$ cat src/rtl/shm_display_sequencer.sv
// Drives the IS31FL3731 I2C write controller: fixed init script, then 144-byte PWM frames on refresh.
// Optional SHM_BRIGHTNESS_EN scales each PWM byte by `brightness`. Without it the byte is written unchanged.
module shm_display_sequencer #(
    parameter int         REPEAT_SZ = 6,
    parameter int         MAX_RETRY = 3,
    parameter int         NUM_PWM   = 144,
    parameter logic [7:0] PWM_BASE  = 8'h24
) (
    input  logic                 clk,
    input  logic                 reset_n,
    input  logic                 refresh,
    input  logic                 restart,
    input  logic [7:0]           brightness,
    output logic [7:0]           pix_addr,
    input  logic [7:0]           pix_data,
    output logic                 activate,
    output logic [7:0]           location,
    output logic [7:0]           data,
    output logic [REPEAT_SZ-1:0] data_repeat,
    input  logic                 busy,
    input  logic                 success,
    input  logic                 abort,
    output logic                 init_done,
    output logic                 frame_done,
    output logic                 error
);

    localparam int RW       = $clog2(MAX_RETRY + 1);
    localparam int INIT_LEN = 8;

    typedef enum logic [2:0] {
        INIT_ISSUE,
        INIT_WAIT,
        IDLE,
        FETCH,
        PIX_ISSUE,
        PIX_WAIT,
        ERROR
    } state_t;

    typedef struct packed {
        logic [7:0]           loc;
        logic [7:0]           dat;
        logic [REPEAT_SZ-1:0] rep;
    } cmd_t;

    // Function page, shutdown, picture mode, wake, frame 0, then LED enables and blink off.
    function automatic cmd_t init_cmd(input logic [2:0] i);
        case (i)
            3'd0:    init_cmd = '{8'hFD, 8'h0B, REPEAT_SZ'(0)};
            3'd1:    init_cmd = '{8'h0A, 8'h00, REPEAT_SZ'(0)};
            3'd2:    init_cmd = '{8'h00, 8'h00, REPEAT_SZ'(0)};
            3'd3:    init_cmd = '{8'h01, 8'h00, REPEAT_SZ'(0)};
            3'd4:    init_cmd = '{8'h0A, 8'h01, REPEAT_SZ'(0)};
            3'd5:    init_cmd = '{8'hFD, 8'h00, REPEAT_SZ'(0)};
            3'd6:    init_cmd = '{8'h00, 8'hFF, REPEAT_SZ'(17)};
            default: init_cmd = '{8'h12, 8'h00, REPEAT_SZ'(17)};
        endcase
    endfunction

    state_t        state;
    logic [2:0]    idx;
    logic [RW-1:0] retry;
    logic [RW-1:0] retry_nxt;
    logic [7:0]    pix;
    logic [7:0]    pwm_byte;
    logic [7:0]    pwm_next;
    logic          pending;
    logic          seen_busy;
    logic          fetch_ph;
    logic          txn_end;
    logic          txn_fail;

`ifdef SHM_BRIGHTNESS_EN
    logic [15:0] scaled;
    assign scaled   = 16'(pix_data) * 16'(brightness);
    assign pwm_next = scaled[15:8];
`else
    logic unused_brightness;
    assign unused_brightness = ^brightness;
    assign pwm_next          = pix_data;
`endif

    assign retry_nxt = retry + 1'b1;
    assign txn_end   = seen_busy && !busy;
    // A busy drop carrying neither status is retried like an abort.
    assign txn_fail  = abort || !success;

    always_ff @(posedge clk) begin
        if (!reset_n) begin
            state       <= INIT_ISSUE;
            idx         <= '0;
            retry       <= '0;
            pix         <= '0;
            pwm_byte    <= '0;
            pending     <= 1'b0;
            seen_busy   <= 1'b0;
            fetch_ph    <= 1'b0;
            activate    <= 1'b0;
            location    <= '0;
            data        <= '0;
            data_repeat <= '0;
            pix_addr    <= '0;
            init_done   <= 1'b0;
            frame_done  <= 1'b0;
            error       <= 1'b0;
        end else begin
            activate   <= 1'b0;
            frame_done <= 1'b0;
            if (refresh && state != ERROR)
                pending <= 1'b1;

            case (state)
                INIT_ISSUE: begin
                    if (!busy) begin
                        activate                        <= 1'b1;
                        {location, data, data_repeat}   <= init_cmd(idx);
                        seen_busy                       <= 1'b0;
                        state                           <= INIT_WAIT;
                    end
                end

                INIT_WAIT: begin
                    if (!seen_busy) begin
                        if (busy)
                            seen_busy <= 1'b1;
                    end else if (txn_end) begin
                        if (!txn_fail) begin
                            retry <= '0;
                            if (idx == 3'(INIT_LEN - 1)) begin
                                init_done <= 1'b1;
                                state     <= IDLE;
                            end else begin
                                idx   <= idx + 3'd1;
                                state <= INIT_ISSUE;
                            end
                        end else begin
                            retry <= retry_nxt;
                            if (retry_nxt == RW'(MAX_RETRY)) begin
                                error <= 1'b1;
                                state <= ERROR;
                            end else begin
                                state <= INIT_ISSUE;
                            end
                        end
                    end
                end

                IDLE: begin
                    if (restart) begin
                        error     <= 1'b0;
                        init_done <= 1'b0;
                        idx       <= '0;
                        retry     <= '0;
                        state     <= INIT_ISSUE;
                    end else if (pending) begin
                        // The frame consumes the request now; anything arriving later queues one more frame.
                        pending  <= refresh;
                        pix      <= '0;
                        pix_addr <= '0;
                        fetch_ph <= 1'b0;
                        state    <= FETCH;
                    end
                end

                FETCH: begin
                    // Phase 0 presents the address, phase 1 sees the frame-buffer data.
                    fetch_ph <= 1'b1;
                    if (fetch_ph) begin
                        pwm_byte <= pwm_next;
                        state    <= PIX_ISSUE;
                    end
                end

                PIX_ISSUE: begin
                    if (!busy) begin
                        activate    <= 1'b1;
                        location    <= PWM_BASE + pix;
                        data        <= pwm_byte;
                        data_repeat <= '0;
                        seen_busy   <= 1'b0;
                        state       <= PIX_WAIT;
                    end
                end

                PIX_WAIT: begin
                    if (!seen_busy) begin
                        if (busy)
                            seen_busy <= 1'b1;
                    end else if (txn_end) begin
                        if (!txn_fail) begin
                            retry <= '0;
                            if (pix == 8'(NUM_PWM - 1)) begin
                                frame_done <= 1'b1;
                                state      <= IDLE;
                            end else begin
                                pix      <= pix + 8'd1;
                                pix_addr <= pix + 8'd1;
                                fetch_ph <= 1'b0;
                                state    <= FETCH;
                            end
                        end else begin
                            retry <= retry_nxt;
                            if (retry_nxt == RW'(MAX_RETRY)) begin
                                error <= 1'b1;
                                state <= ERROR;
                            end else begin
                                state <= PIX_ISSUE;
                            end
                        end
                    end
                end

                ERROR: begin
                    location    <= '0;
                    data        <= '0;
                    data_repeat <= '0;
                    pix_addr    <= '0;
                    pending     <= 1'b0;
                    if (restart) begin
                        error     <= 1'b0;
                        init_done <= 1'b0;
                        idx       <= '0;
                        retry     <= '0;
                        state     <= INIT_ISSUE;
                    end
                end

                default: state <= INIT_ISSUE;
            endcase
        end
    end

endmodule

$ cat config.mk
export PLATFORM = sky130hd
export DESIGN_NAME = shm_display_sequencer
export DESIGN_NICKNAME = d
export VERILOG_FILES = /design/src/rtl/shm_display_sequencer.sv
export SDC_FILE = /design/constraint.sdc
export NUM_CORES = 1
export LEC_CHECK = 0
export BUFFER_PORTS_ARGS = -buffer_cell sky130_fd_sc_hd__buf_2
export CAP_MARGIN = 20
export CORE_MARGIN = 1.5
export CORE_UTILIZATION = 30
export CTS_CLUSTER_DIAMETER = 60
export DETAILED_ROUTE_END_ITERATION = 8
export HOLD_SLACK_MARGIN = 0.05
export PLACE_DENSITY = 0.52
export SETUP_SLACK_MARGIN = 0.05
export SKIP_LAST_GASP = 1
export SYNTH_ARGS = -nofsm -noshare
export SYNTH_HDL_FRONTEND = slang
export SYNTH_SLANG_ARGS = --single-unit
$ cat constraint.sdc
create_clock -name clk -period 1.6 [get_ports clk]
set_input_delay 0.08 -clock clk [delete_from_list [all_inputs] [get_ports clk]]
set_output_delay 0.08 -clock clk [all_outputs]
set_load 0.05 [all_outputs]
# Word-level counts from Yosys, hierarchy flattened
# Cells that the tools add are included.
[word_totals]
regBits = 61
latch_bits = 0
ram_bits = 0
mem_bits_ro = 0
input_bits = 23
output_inout_bits = 34
elab_cells = 165
n_memories = 0
[classes]
n_addsub = 4
mul = 0
div_mod_pow = 0
n_lt_le_gt_ge = 0
eq_ne = 38
shift = 0
mux = 73
bitwise_logic = 4
reduce_logical = 30
[ops]
columns = ["op", "count"]
rows = [
  ["22-bit one-hot mux with 7 select lines", 1],
  ["8-bit two-way mux", 10],
  ["8-bit one-hot mux with 3 select lines", 3],
  ["3-bit two-way mux", 17],
  ["2-bit inequality test, second input constant", 16],
  ["1-bit two-way mux", 24],
  ["3-bit equality test, second input constant", 7],
  ["3-bit one-hot mux with 7 select lines", 1],
  ["7-bit AND reduction", 3],
  ["6-bit one-hot mux with 3 select lines", 1],
  ["6-bit AND reduction", 3],
  ["8-bit one-hot mux with 2 select lines", 1],
  ["3-bit by 2-bit equality test with 1-bit output, second input constant", 4],
  ["2-bit two-way mux", 6],
  ["6-bit two-way mux", 2],
  ["2-bit by 1-bit inequality test with 1-bit output, second input constant", 5],
  ["9-bit AND reduction", 1],
  ["3-bit nonzero test", 3],
  ["6-bit by 8-bit adder with 8-bit output, first input constant", 1],
  ["8-bit by 1-bit adder with 8-bit output, second input constant", 1],
  ["8-bit equality test, second input constant", 1],
  ["1-bit one-hot mux with 2 select lines", 4],
  ["2-bit nonzero test", 4],
  ["3-bit by 1-bit equality test with 1-bit output, second input constant", 2],
  ["other kinds (17)", 28],
]

# Longest topological paths before layout
[logic_depth]
ltp_word = 7
depth_mapped = 7
depth_no_buf = 6

# Worst setup path after synthesis
# Ideal clock, no wire load.
[synth_timing]
path_kind = "flip-flop to flip-flop"
start = "register pix[0]"
end = "register pix[2]"
arrival_ns = 1.623
slack_ns = -0.144
stages_incl_launch_ff = 7
path_buffers = 1
period_less_slack_ns = 1.744
path_cell_list = "dfxtp_1 ha_1 and2_1 buf_2 a211o_1 and2_1 o311a_1"
[synth_via]
elab_chain_cells = 6
elab_cells_between_ends = 9
[synth_lines]
columns = ["element", "line", "rtl"]
rows = [
  ["start: declaration", "65", "logic [7:0] pix;"],
  ["start signal: assignment", "197", "pix <= pix + 8'd1;"],
  ["8-bit by 1-bit adder with 8-bit output", "197", ""],
  ["8-bit two-way mux", "193", "if (pix == 8'(NUM_PWM - 1)) begin"],
  ["8-bit two-way mux", "191", "if (!txn_fail) begin"],
  ["8-bit two-way mux", "190", "end else if (txn_end) begin"],
  ["8-bit two-way mux", "187", "if (!seen_busy) begin"],
  ["8-bit one-hot mux with 2 select lines", "113", "case (state)"],
]
# Parallel ways exist; a longest one is shown, timed or not. The select of a mux whose other input is x is not followed.
# A chain may end at the register's enable or synchronous reset.

# Final worst setup path
[layout_timing]
start = "register pix[2]"
end = "register pix[2]"
# The elaborated chain is that of the path after synthesis.

==> run_results.csv <==
group,metric,value,unit
outcome,status,"finished clean",
clocking,clock_latency,0.32,ns
setup_path,critical_path_buf_inv_count,0,
synthesis,post_synth_instance_area,2920,um2
synthesis,yosysWarnings,0,
floorplan,num_io_pins,57,
placement,dp_hpwl,5850,um
synthesis,synthAdderAreaFrac,3.43,%
routing,routedWlPerCell,13.8,um
routing,dr.pass1.iters,4,
clocking,clockBufferDepth,2,
routing,antenna_left,0,
clocking,cts_tree,"built",
setup_path,crit_chain,"ha_4, and2_4, a211o_1, and2_4, o311a_1",
setup_path,worstPathMaxFanout,4,
timing,fin_crit_sh,96.0,%
setup_path,slowest_stage,"dfxtp_2",
floorplan,core_area,9330,um2
placement,placed_area,3580,um2
setup_path,rr_startpoint,"pix[2]",
routing,drt-initial-drc-count,148,
layout,fillers,963,
floorplan,start_util,31.3,%
timing,slew_violations,0,
floorplan,rows,35,
synthesis,synth.top_cells.by_count,"56 x dfxtp_1, 42 x nand2_1, 25 x a21oi_1, 19 x o21ai_0, 17 x nor2_1",
synthesis,synth_ff_type,"dfxtp_1",
routing,num_vias,2821,
clocking,clk_pin_slew_worst_paths,0.11,ns
placement,gp_congestion,0.795,
synthesis,yosysSeqAreaShare,38.4,%
layout,instances_no_fill,576,
floorplan,die_x,102,um
setup_path,cp-startpoint,"pix[2]",
global_route,grt_max_degree,21,
flow_run,cap_violations,0,
routing,drt-total-wl,7930,um
setup_path,max_stage_delay,0.35,ns
synthesis,yosysUniqueCellTypes,61,
synthesis,synth_top_family_by_area,"compound AO/OA/AOI/OAI gates",
layout,syn_to_final_growth,39.4,%
timing,worst_clock_skew,0.0129,ns
synthesis,yosys-top-cells-area,"dfxtp_1 38%, nand2_1 5.4%, a21oi_1 4.3%, ha_1 3.4%, o21ai_0 3.3%",
global_route,grt_first_pass_wirelength,12500,um
synthesis,synth_compound_area_share,24.3,%
synthesis,synth_cells,349,
pwr,p_leak,1.62,nW
placement,dp.cells,547,
timing,setup_violations,0,
global_route,antenna_found_initial,0,
setup_path,path_delay_family,"compound AO/OA/AOI/OAI gates",
synthesis,synth-xor-area-share,2.40,%
synthesis,ys_ff_latch,56,
setup_path,path_class,"reg2reg",
synthesis,synth_edf_count,0,
floorplan,dieArea,10300,um2
timing,rsz0062_at_grt,"true",
synthesis,synth-simple-area-share,22.4,%
clocking,clock-sinks,56,
setup_path,worstPathArrival,1.75,ns
synthesis,synth_top_area_cell,"dfxtp_1",
layout,fin_nets,477,
hold_path,min_from,"success",
clocking,cts-htree-levels,2,
layout,diodes,0,
synthesis,synth-async-reset-ratio,0,%
setup_path,crit_required,1.81,ns
layout,final_cell_area,4070,um2
synthesis,synth_top_area_share,38.4,%
timing,hold_viol,0,
timing,timing.fmax,651,MHz
global_route,grt_pass1_vias,2638,
pwr,power_density,787,nW/um2
global_route,grtUsageTotal,15.3,%
floorplan,die-height,102,um
timing,post-route-min-period,1.54,ns
synthesis,synth_most_common_cell,"dfxtp_1",
placement,io_buffers,44,
synthesis,synth_mux_area_share,1.37,%
clocking,numCtsBuffers,5,
setup_path,start_kind,"flop",
pwr,irDropWorstVdd,0.374,mV
setup_path,cp_common_cell,"and2_4",
hold_path,hold_class,"in2reg",
setup_path,cp-end-kind,"flop",
layout,drive_gt1_share,36.0,%
synthesis,synth.avg_cell_area,8.36,um2
clocking,cts-root-buf,"clkbuf_8",
routing,vias_per_cell,4.90,
routing,remaining_drc_errors,0,
global_route,gr-total-overflow,0,
metal layers:
metal	GRT usage [%]	vias up	share of wire, %	wire length, um
li1	-	1440	-	-
met1	19.4	1324	47	3700
met2	27.0	47	49	3880
met3	2.62	10	3.2	255
met4	3.85	0	1.1	90
met5	0	-	0	0
cell type report:
cell class                 count  area, um2  area share (%)
clock buffer                   6       82.6            2.03
clock inverter                 2       38.8           0.954
inverter                      15       58.8            1.45
multi-input combinational    252       1780            43.7
sequential                    56       1140            28.1
tap                          129        161            3.97
timing repair buffer         116        806            19.8
worst register-to-register path: stages, from the launching register on:
cell and delay, ns:
dfxtp_2 0.35, ha_4 0.15, and2_4 0.16, a211o_1 0.30, and2_4 0.19, o311a_1 0.28
logic make-up after synthesis:
family | count (synthesis)
AOI/OAI and AO/OA | 103
other | 1
and+or+nand+nor | 125
buffers and inverters | 44
muxes | 4
xor gates and xnor gates | 8
adders and majority gates | 8
DFF | 56
state kept, by name, indices dropped and copies added, names as in the netlist:
name / count
init_done: 1
retry: 2
data_repeat: 1
error: 1
seen_busy: 1
activate: 1
pwm_byte: 8
pix_addr: 8
frame_done: 1
state: 3
pix: 8
location: 8
fetch_ph: 1
idx: 3
data: 8
pending: 1
per-stage QoR:
step,TNS [ns],utilization [%],total power [mW],setup slack (ns),hold WS [ns]
CTS,0,40.9,3.16,0.0360,0.0917
floorplan,-0.00946,-,1.95,-0.00946,0.157
detailed placement,0,38.3,2.14,0.0265,0.327
global route,-0.00398,43.6,3.34,-0.00327,0.105
global placement,0,38.3,2.14,0.0357,0.323
finish,0,43.6,3.20,0.0634,0.0971
power breakdown:
part / switching, mW / leakage [nW] / total, mW / internal, mW
logic: 0.435 / 1.10 / 0.712 / 0.276
registers: 0.0385 / 0.462 / 1.49 / 1.45
clock network: 0.486 / 0.0614 / 0.999 / 0.513
timing repair:
| item | CTS | global route |
|---|---|---|
| endpoints found under the setup margin | 19 | 43 |
| hold buffers | 9 | 0 |
| endpoints found under the hold margin | 9 | 0 |
| gates resized for setup | 7 | 40 |
| setup buffers | 1 | 11 |
| pin swaps | 5 | 19 |
path summary, 6_finish.rpt:
path	endpoint	slack, ns	cells after the start
worst max-delay path	pix[2]	0.06	5
worst min-delay path	frame_done	0.1	3
worst max register to register	pix[2]	0.06	5
worst min register to register	pix_addr[1]	0.46	2
placed cells by master, fill, tap and decap left out, types with 4 or more instances in the layout:
cell type / instances
o221a_2: 5
nor2b_1: 4
dfxtp_1: 44
nor2_1: 17
buf_2: 44
nand2_1: 42
clkbuf_8: 6
mux2i_1: 4
o21ai_1: 6
buf_4: 57
ha_4: 5
o311a_1: 5
dfxtp_2: 10
buf_6: 6
dlygate4sd3_1: 9
nor3_1: 11
nand4_1: 7
or3_1: 4
inv_1: 13
nand3_1: 5
o21ai_0: 18
nand2b_1: 5
xnor2_1: 5
conb_1: 4
a21oi_1: 25
o21a_1: 4
o22ai_1: 5
Note: power is estimated with default switching activity, not from simulation.
